==> config.mk <==
export PLATFORM = sky130hd
export DESIGN_NAME = word_transmitter_flat
export DESIGN_NICKNAME = d
export VERILOG_FILES = /design/src/rtl/word_transmitter_pkg.sv /design/src/rtl/word_transmitter_if.sv /design/src/rtl/word_transmitter_bit_strobe_gen.sv /design/src/rtl/word_transmitter.sv /design/src/flat_wrapper.sv
export SDC_FILE = /design/constraint.sdc
export NUM_CORES = 1
export LEC_CHECK = 0
export ABC_AREA = 1
export BUFFER_PORTS_ARGS = -buffer_cell sky130_fd_sc_hd__buf_2
export CAP_MARGIN = 20
export CORE_ASPECT_RATIO = 1.2
export CORE_UTILIZATION = 55
export CTS_CLUSTER_DIAMETER = 60
export DETAILED_ROUTE_END_ITERATION = 10
export GPL_TIMING_DRIVEN = 0
export PLACE_DENSITY = 0.86
export SLEW_MARGIN = 20
export SYNTH_ARGS = -nofsm -noshare
export SYNTH_HDL_FRONTEND = slang
export SYNTH_SLANG_ARGS = --single-unit
==> constraint.sdc <==
create_clock -name clk -period 1.7 [get_ports clk]
set_input_delay 0.17 -clock clk [delete_from_list [all_inputs] [get_ports clk]]
set_output_delay 0.17 -clock clk [all_outputs]
set_load 0.02 [all_outputs]
==> src/rtl/word_transmitter_pkg.sv <==
// Shared definitions for the serial word transmitter and its receiver-side tests.
// Holds the word size, the default address width and the transfer state encoding.
package word_transmitter_pkg;

  localparam int WORD_BITS      = 32;
  localparam int DEFAULT_ADDR_W = 12;
  localparam int BIT_CNT_W      = $clog2(WORD_BITS);

  typedef enum logic [2:0] {
    IDLE  = 3'd0,
    FETCH = 3'd1,
    LOAD  = 3'd2,
    SHIFT = 3'd3,
    DONE  = 3'd4
  } state_t;

  function automatic logic is_last_bit(input logic [BIT_CNT_W-1:0] cnt);
    return cnt == BIT_CNT_W'(WORD_BITS - 1);
  endfunction

endpackage

==> src/rtl/word_transmitter_if.sv <==
// Host/memory/link signal bundle of the word transmitter.
// The master view belongs to the transmitter; the slave view is the host, RAM and link side.
interface word_transmitter_if #(
  parameter int ADDR_W = word_transmitter_pkg::DEFAULT_ADDR_W
);
  import word_transmitter_pkg::*;

  logic                 start;
  logic [ADDR_W-1:0]    num_words;
  logic [ADDR_W-1:0]    rd_addr;
  logic [WORD_BITS-1:0] rd_data;
  logic                 dataPin;
  logic                 dataOnPin;
  logic                 busy;
  logic                 done;

  modport master (
    input  start, num_words, rd_data,
    output rd_addr, dataPin, dataOnPin, busy, done
  );

  modport slave (
    output start, num_words, rd_data,
    input  rd_addr, dataPin, dataOnPin, busy, done
  );

endinterface

==> src/rtl/word_transmitter_bit_strobe_gen.sv <==
// Bit-period phase counter: strobe low for HALF_PERIOD cycles, then high for HALF_PERIOD.
// bit_end flags the last cycle of each period while run is held.
module word_transmitter_bit_strobe_gen #(
  parameter int HALF_PERIOD = 2
) (
  input  logic clk,
  input  logic reset,
  input  logic run,
  output logic dataOnPin,
  output logic bit_end
);

  localparam int PERIOD = 2 * HALF_PERIOD;
  localparam int PH_W   = $clog2(PERIOD);
  localparam logic [PH_W-1:0] PH_LAST = PH_W'(PERIOD - 1);
  localparam logic [PH_W-1:0] PH_HIGH = PH_W'(HALF_PERIOD);

  logic [PH_W-1:0] phase_q;
  logic [PH_W-1:0] phase_d;
  logic            strobe_q;
  logic            strobe_d;

  // The strobe is registered from the next phase so it never glitches on the pin.
  always_comb begin
    phase_d  = {PH_W{1'b0}};
    strobe_d = 1'b0;
    if (run) begin
      if (phase_q == PH_LAST) begin
        phase_d = {PH_W{1'b0}};
      end else begin
        phase_d = phase_q + PH_W'(1);
      end
      strobe_d = (phase_d >= PH_HIGH);
    end else begin
      phase_d  = {PH_W{1'b0}};
      strobe_d = 1'b0;
    end
  end

  always_ff @(posedge clk or negedge reset) begin
    if (!reset) begin
      phase_q  <= {PH_W{1'b0}};
      strobe_q <= 1'b0;
    end else begin
      phase_q  <= phase_d;
      strobe_q <= strobe_d;
    end
  end

  assign dataOnPin = strobe_q;
  assign bit_end   = run && (phase_q == PH_LAST);

endmodule

==> src/rtl/word_transmitter.sv <==
// Streams num_words 32-bit words from a synchronous-read RAM, starting at address 0,
// LSB first over a data line plus rising-edge sample strobe.
module word_transmitter
  import word_transmitter_pkg::*;
#(
  parameter int HALF_PERIOD = 2,
  parameter int ADDR_W      = DEFAULT_ADDR_W
) (
  input  logic               clk,
  input  logic               reset,
  word_transmitter_if.master bus
);

  state_t               state_q, state_d;
  logic [ADDR_W-1:0]    addr_q, addr_d;
  logic [ADDR_W-1:0]    rem_q, rem_d;
  logic [WORD_BITS-1:0] shift_q, shift_d;
  logic [BIT_CNT_W-1:0] bit_cnt_q, bit_cnt_d;
  logic                 busy_q, busy_d;
  logic                 done_q, done_d;
  logic                 run_s;
  logic                 bit_end_s;
  logic                 strobe_s;

  assign run_s = (state_q == SHIFT);

  word_transmitter_bit_strobe_gen #(
    .HALF_PERIOD (HALF_PERIOD)
  ) u_bit_strobe_gen (
    .clk       (clk),
    .reset     (reset),
    .run       (run_s),
    .dataOnPin (strobe_s),
    .bit_end   (bit_end_s)
  );

  // Transfer sequencing: fetch, load, 32 bit periods per word, then next word or finish.
  always_comb begin
    state_d   = state_q;
    addr_d    = addr_q;
    rem_d     = rem_q;
    shift_d   = shift_q;
    bit_cnt_d = bit_cnt_q;
    case (state_q)
      IDLE: begin
        if (bus.start) begin
          addr_d    = {ADDR_W{1'b0}};
          rem_d     = bus.num_words;
          bit_cnt_d = {BIT_CNT_W{1'b0}};
          if (bus.num_words == {ADDR_W{1'b0}}) begin
            state_d = DONE;
          end else begin
            state_d = FETCH;
          end
        end else begin
          state_d = IDLE;
        end
      end
      FETCH: begin
        state_d = LOAD;
      end
      LOAD: begin
        shift_d   = bus.rd_data;
        bit_cnt_d = {BIT_CNT_W{1'b0}};
        state_d   = SHIFT;
      end
      SHIFT: begin
        if (bit_end_s) begin
          shift_d   = {1'b0, shift_q[WORD_BITS-1:1]};
          bit_cnt_d = bit_cnt_q + BIT_CNT_W'(1);
          if (is_last_bit(bit_cnt_q)) begin
            if (rem_q != ADDR_W'(1)) begin
              rem_d   = rem_q - ADDR_W'(1);
              addr_d  = addr_q + ADDR_W'(1);
              state_d = FETCH;
            end else begin
              state_d = DONE;
            end
          end else begin
            state_d = SHIFT;
          end
        end else begin
          state_d = SHIFT;
        end
      end
      DONE: begin
        state_d = IDLE;
      end
      default: begin
        state_d = IDLE;
      end
    endcase
  end

  // done trails the DONE state by one cycle, the same cycle busy falls.
  assign busy_d = (state_d != IDLE);
  assign done_d = (state_q == DONE);

  always_ff @(posedge clk or negedge reset) begin
    if (!reset) begin
      state_q   <= IDLE;
      addr_q    <= {ADDR_W{1'b0}};
      rem_q     <= {ADDR_W{1'b0}};
      shift_q   <= {WORD_BITS{1'b0}};
      bit_cnt_q <= {BIT_CNT_W{1'b0}};
      busy_q    <= 1'b0;
      done_q    <= 1'b0;
    end else begin
      state_q   <= state_d;
      addr_q    <= addr_d;
      rem_q     <= rem_d;
      shift_q   <= shift_d;
      bit_cnt_q <= bit_cnt_d;
      busy_q    <= busy_d;
      done_q    <= done_d;
    end
  end

  assign bus.rd_addr   = addr_q;
  assign bus.dataPin   = shift_q[0];
  assign bus.dataOnPin = strobe_s;
  assign bus.busy      = busy_q;
  assign bus.done      = done_q;

endmodule

==> src/flat_wrapper.sv <==
// flat-port wrapper written by rule: the top's interface ports become plain ports
module word_transmitter_flat import word_transmitter_pkg::*;
#(
  parameter int HALF_PERIOD = 2,
  parameter int ADDR_W      = DEFAULT_ADDR_W
)
  (clk, reset, bus_start, bus_num_words, bus_rd_data, bus_rd_addr, bus_dataPin, bus_dataOnPin, bus_busy, bus_done);
  word_transmitter_if #(.ADDR_W(ADDR_W)) bus_i ();
  input  logic clk;
  input  logic reset;
  input wire logic [$bits(bus_i.start)-1:0] bus_start;
  input wire logic [$bits(bus_i.num_words)-1:0] bus_num_words;
  input wire logic [$bits(bus_i.rd_data)-1:0] bus_rd_data;
  output wire logic [$bits(bus_i.rd_addr)-1:0] bus_rd_addr;
  output wire logic [$bits(bus_i.dataPin)-1:0] bus_dataPin;
  output wire logic [$bits(bus_i.dataOnPin)-1:0] bus_dataOnPin;
  output wire logic [$bits(bus_i.busy)-1:0] bus_busy;
  output wire logic [$bits(bus_i.done)-1:0] bus_done;
  assign bus_i.start = bus_start;
  assign bus_i.num_words = bus_num_words;
  assign bus_i.rd_data = bus_rd_data;
  assign bus_rd_addr = bus_i.rd_addr;
  assign bus_dataPin = bus_i.dataPin;
  assign bus_dataOnPin = bus_i.dataOnPin;
  assign bus_busy = bus_i.busy;
  assign bus_done = bus_i.done;
  word_transmitter #(.HALF_PERIOD(HALF_PERIOD), .ADDR_W(ADDR_W)) u_core (.clk(clk), .reset(reset), .bus(bus_i));
endmodule
==> results summary <==
The register area share after synthesis is 44.84%. In the final routed layout, each cell accounts on average for 14.58 µm. Compared with the post-synthesis result, the final layout area differs by 26.34%.

Setup repair after global routing could not meet its margin everywhere. After detailed routing, the total wire length is 9799 µm. The die outline width is 77.83 µm. The register clock-pin slew on the reported worst setup and hold paths came out at 0.07 ns. The placed instance count is 642. The final reports fail on setup timing.

Measured against the total synthesized area, the mux share comes to 0%. The number of optimization iterations in the first detailed-route pass came out at 5. Summing all flip-flop and latch instances after layout gives 1703 µm².

The remaining antenna violation count after routing came out at 0. The flow ran to the end, but the final reports show violations. The combined area of all synthesized cells is 3795 µm².

STA classifies the critical path endpoint as a flip-flop. The root buffer cell chosen for the clock tree is clkbuf_8. The iteration-0 DRC count of the detailed router came out at 295. The flip-flop and latch count after synthesis came out at 68. The largest buffer count on any clock path came out at 2.

In the final layout, the multi-input gates occupy 1911 µm². In this run the static leakage power is 2.381 nW. Setup violations remaining at the end of the flow were counted as 21. STA classifies the critical path startpoint as a flip-flop. The number of diodes added for antenna fixing came out at 0. The power density of the placed cells came out at 1267 nW/µm². The CTS tree is done. The count of endpoints failing hold in the final timing report came out at 0. The tightest min-delay check is of the in2reg type.

The first-pass GRT wire length is 15950 µm. The Yosys step of the flow raised 0 warnings. The combined global-route utilization of all metal layers came out at 28.38%. The number of standard-cell rows in the floorplan came out at 32.

The layout net count came out at 635. In this run the worst path has a maximum fanout of 6. At the later pin of the worst-skew pair, clock insertion delay measures 0.35 ns. The relative max-transition margin is 62.52%. The origin of the critical flop-to-flop path is u_core.bit_cnt_q[0]. The post-synthesis area per instance is 7.682 µm². The worst-case hold path end point is u_core.rem_q[0].

The number of DRC violations after detailed routing is 0. The timing-limited maximum frequency is 0.5749 GHz. The core area is 6566 µm². The data required time of the critical path is 1.99 ns. The height of the chip came out at 92.99 µm. The setup check on the worst reg-to-reg path leaves a slack of -0.04 ns.

The tool flagged a number of max-cap violations equal to 0. At the pin with the least slew margin, the transition time is 0.5622 ns. Of the total synthesized cell area, the portion taken by full adders, half adders and majority gates is 1.978%.

Summing the areas of all xor and xnor instances in the mapped netlist gives 0.6924% of the synthesized area. Entering global routing, the biggest net connects 39 pins. The H-tree generated during clock tree synthesis spans 3 levels. The final weighted congestion in routability-driven placement is 0.9264. The library cells used most frequently in the layout, excluding fill and tap cells, are nand2_1, buf_2, dfrtp_1, inv_1, nor2_1. Counting I/O delays and the setup requirement, the final critical path takes 1.739 ns.

The number of instances in the synthesized netlist is 494. For this run the aggregate overflow at the end of global routing stands at 0. The number of cells on the worst hold path is 3.

By startpoint and endpoint, the worst setup path is classified as reg2reg. The number of port buffers came out at 62. The total die area is 7237 µm². The critical register-to-register path endpoint is u_core.rem_q[9]. The number of distinct library cells after synthesis came out at 35. The detailed-route via count is 3781.

The net count after synthesis is 547. The cell area reported after detailed placement is 4234 µm². In the final layout, the share of cells above drive strength 1 is 27.94%. The number of sinks driven by the clock tree is 68. The area share of and/or/nand/nor cells after synthesis is 27.96%. The synthesized netlist devotes 15.43% of its cell area to compound gates. The main combinational cell family by area after synthesis is simple AND/OR/NAND/NOR gates.

The design area came out at 4795 µm². Dividing the detail-routed via count by the number of cells gives 5.626. The number of antenna violations at the first check in global routing is 0. The filler cell count came out at 476.

IR analysis of the VDD net gives a maximum drop of 0.8688 mV. The minimum setup slack in the final design came out at -0.03944 ns. The initial utilization of the core area, before any placement, comes to 57.79%.

The number of max-slew violations in the final report came out at 0. The number of non-filler instances in the completed layout is 672. In this run the most critical hold path is launched from bus_num_words[0]. Buffers inserted during clock tree synthesis total 9. The via count of the first global-routing pass was 3621. The clock skew came out at 0.009346 ns. The half-perimeter wire length after placement came out at 6537 µm. The worst path uses 102.3% of the clock period. The library cell used most frequently in the layout, excluding fill and tap cells, is nand2_1.

The critical path data arrival time came out at 2.03 ns. For this design the top-level I/O count stands at 63. The worst register-to-register path has a depth of 12.
==> registers in the layout (all words and copies together), names as in the netlist <==
name and flops:
u_core.shift_q 32, u_core.bus.rd_addr 12, u_core.rem_q 12, u_core.bit_cnt_q 5, u_core.state_q 3, u_core.u_bit_strobe_gen.phase_q 2, u_core.bus.busy 1, u_core.bus.done 1
==> kinds of logic (layout without fill, tap and decap cells) <==
| kind of cell | after synthesis | in the layout |
|---|---|---|
| AOI/OAI and AO/OA | 97 | 97 |
| DFF | 68 | 68 |
| and+or+nand+nor | 235 | 235 |
| adders and majority gates | 6 | 6 |
| buffers and inverters | 85 | 178 |
| xor gates and xnor gates | 3 | 3 |
==> cell usage after synthesis (all sizes together) <==
cell / count / share of area, %
buf: 9 / 1.6
o211ai: 29 / 5.7
nand3b: 1 / 0.20
dfrtp: 68 / 45
nand3: 43 / 6.8
nor2: 48 / 4.9
xor2: 1 / 0.23
a22o: 1 / 0.23
o21bai: 3 / 0.59
nand2: 128 / 13
xnor2: 2 / 0.46
nor3b: 1 / 0.20
ha: 6 / 2.0
nand4: 7 / 1.3
a31oi: 2 / 0.33
or2: 5 / 0.89
inv: 67 / 6.6
clkbuf: 9 / 0.89
a21oi: 6 / 0.89
o21ai: 55 / 7.5
o31ai: 1 / 0.20
nor3: 2 / 0.56
==> repair_timing <==
item	4_1_cts	5_1_grt
pin swaps	5	13
hold buffers	1	0
resized for setup	8	60
endpoints found under the setup margin	29	56
setup buffers	8	2
cloned	1	2
hold endpoints to repair	30	0
==> cell type report <==
| type | count | area share, % |
|---|---|---|
| flip-flops and latches | 68 | 35.52 |
| multi-input cells | 341 | 39.85 |
| clock inverters | 7 | 1.905 |
| clock buffers | 9 | 2.584 |
| inverters | 67 | 5.245 |
| plain buffers | 18 | 2.349 |
| repair buffers | 77 | 10.33 |
| well taps | 85 | 2.218 |
==> layer usage <==
metal  up-vias  part of all wire, %  global-route usage, %
met5         -                    0                      0
met4         0                  3.8                  16.19
met3        36                  6.0                  5.366
met2       175                   50                  46.46
met1      1776                   40                  35.14
li1       1794                    -                      -
==> critical path: stages, from the launching register on <==
cell     delay (ns)
dfrtp_1        0.42
ha_4           0.19
nand2_4        0.06
nor2_4         0.12
ha_4           0.13
inv_2          0.04
nor2_4         0.13
buf_12         0.13
nand2_8        0.06
nand2_8        0.10
buf_8          0.14
nand3_2        0.08
nand2_1        0.06
==> where the power goes <==
| group | leakage, nW | internal [mW] | switching [mW] |
|---|---|---|---|
| Sequential | 0.854 | 2.09 | 0.251 |
| Clock | 0.109 | 0.820 | 0.640 |
| Combinational | 1.42 | 0.824 | 1.45 |
==> per-stage QoR <==
stage	hold slack (ns)	total power, mW	TNS [ns]	worst slack [ns]	utilization, %
floorplan	-0.1256	3.796	0	0.1074	-
global placement	0.4231	4.259	-0.9995	-0.1110	64.14
detailed placement	0.1354	4.408	-3.159	-0.2228	64.48
CTS	0.06809	5.902	-0.05679	-0.02540	69.47
global route	0.08021	6.506	-3.493	-0.1171	73.02
finish	0.07006	6.074	-0.3109	-0.03944	73.02
==> worst max-delay path by stage <==
| stage | slack, ns | to | cells past startpoint | startpoint |
|---|---|---|---|---|
| 2_1_floorplan | 0.11 | u_core.bus.rd_addr[8] | 10 | u_core.bit_cnt_q[0] |
| 3_3_place_gp | -0.11 | u_core.bus.rd_addr[8] | 10 | u_core.bit_cnt_q[0] |
| 3_5_place_dp | -0.22 | u_core.bus.rd_addr[9] | 10 | u_core.bit_cnt_q[0] |
| 4_1_cts | -0.03 | u_core.rem_q[4] | 11 | u_core.bit_cnt_q[0] |
| 5_1_grt | -0.12 | u_core.rem_q[8] | 12 | u_core.bit_cnt_q[0] |
| 6_report | -0.04 | u_core.rem_q[9] | 12 | u_core.bit_cnt_q[0] |
No activity file was read; power rests on OpenSTA's default activity.
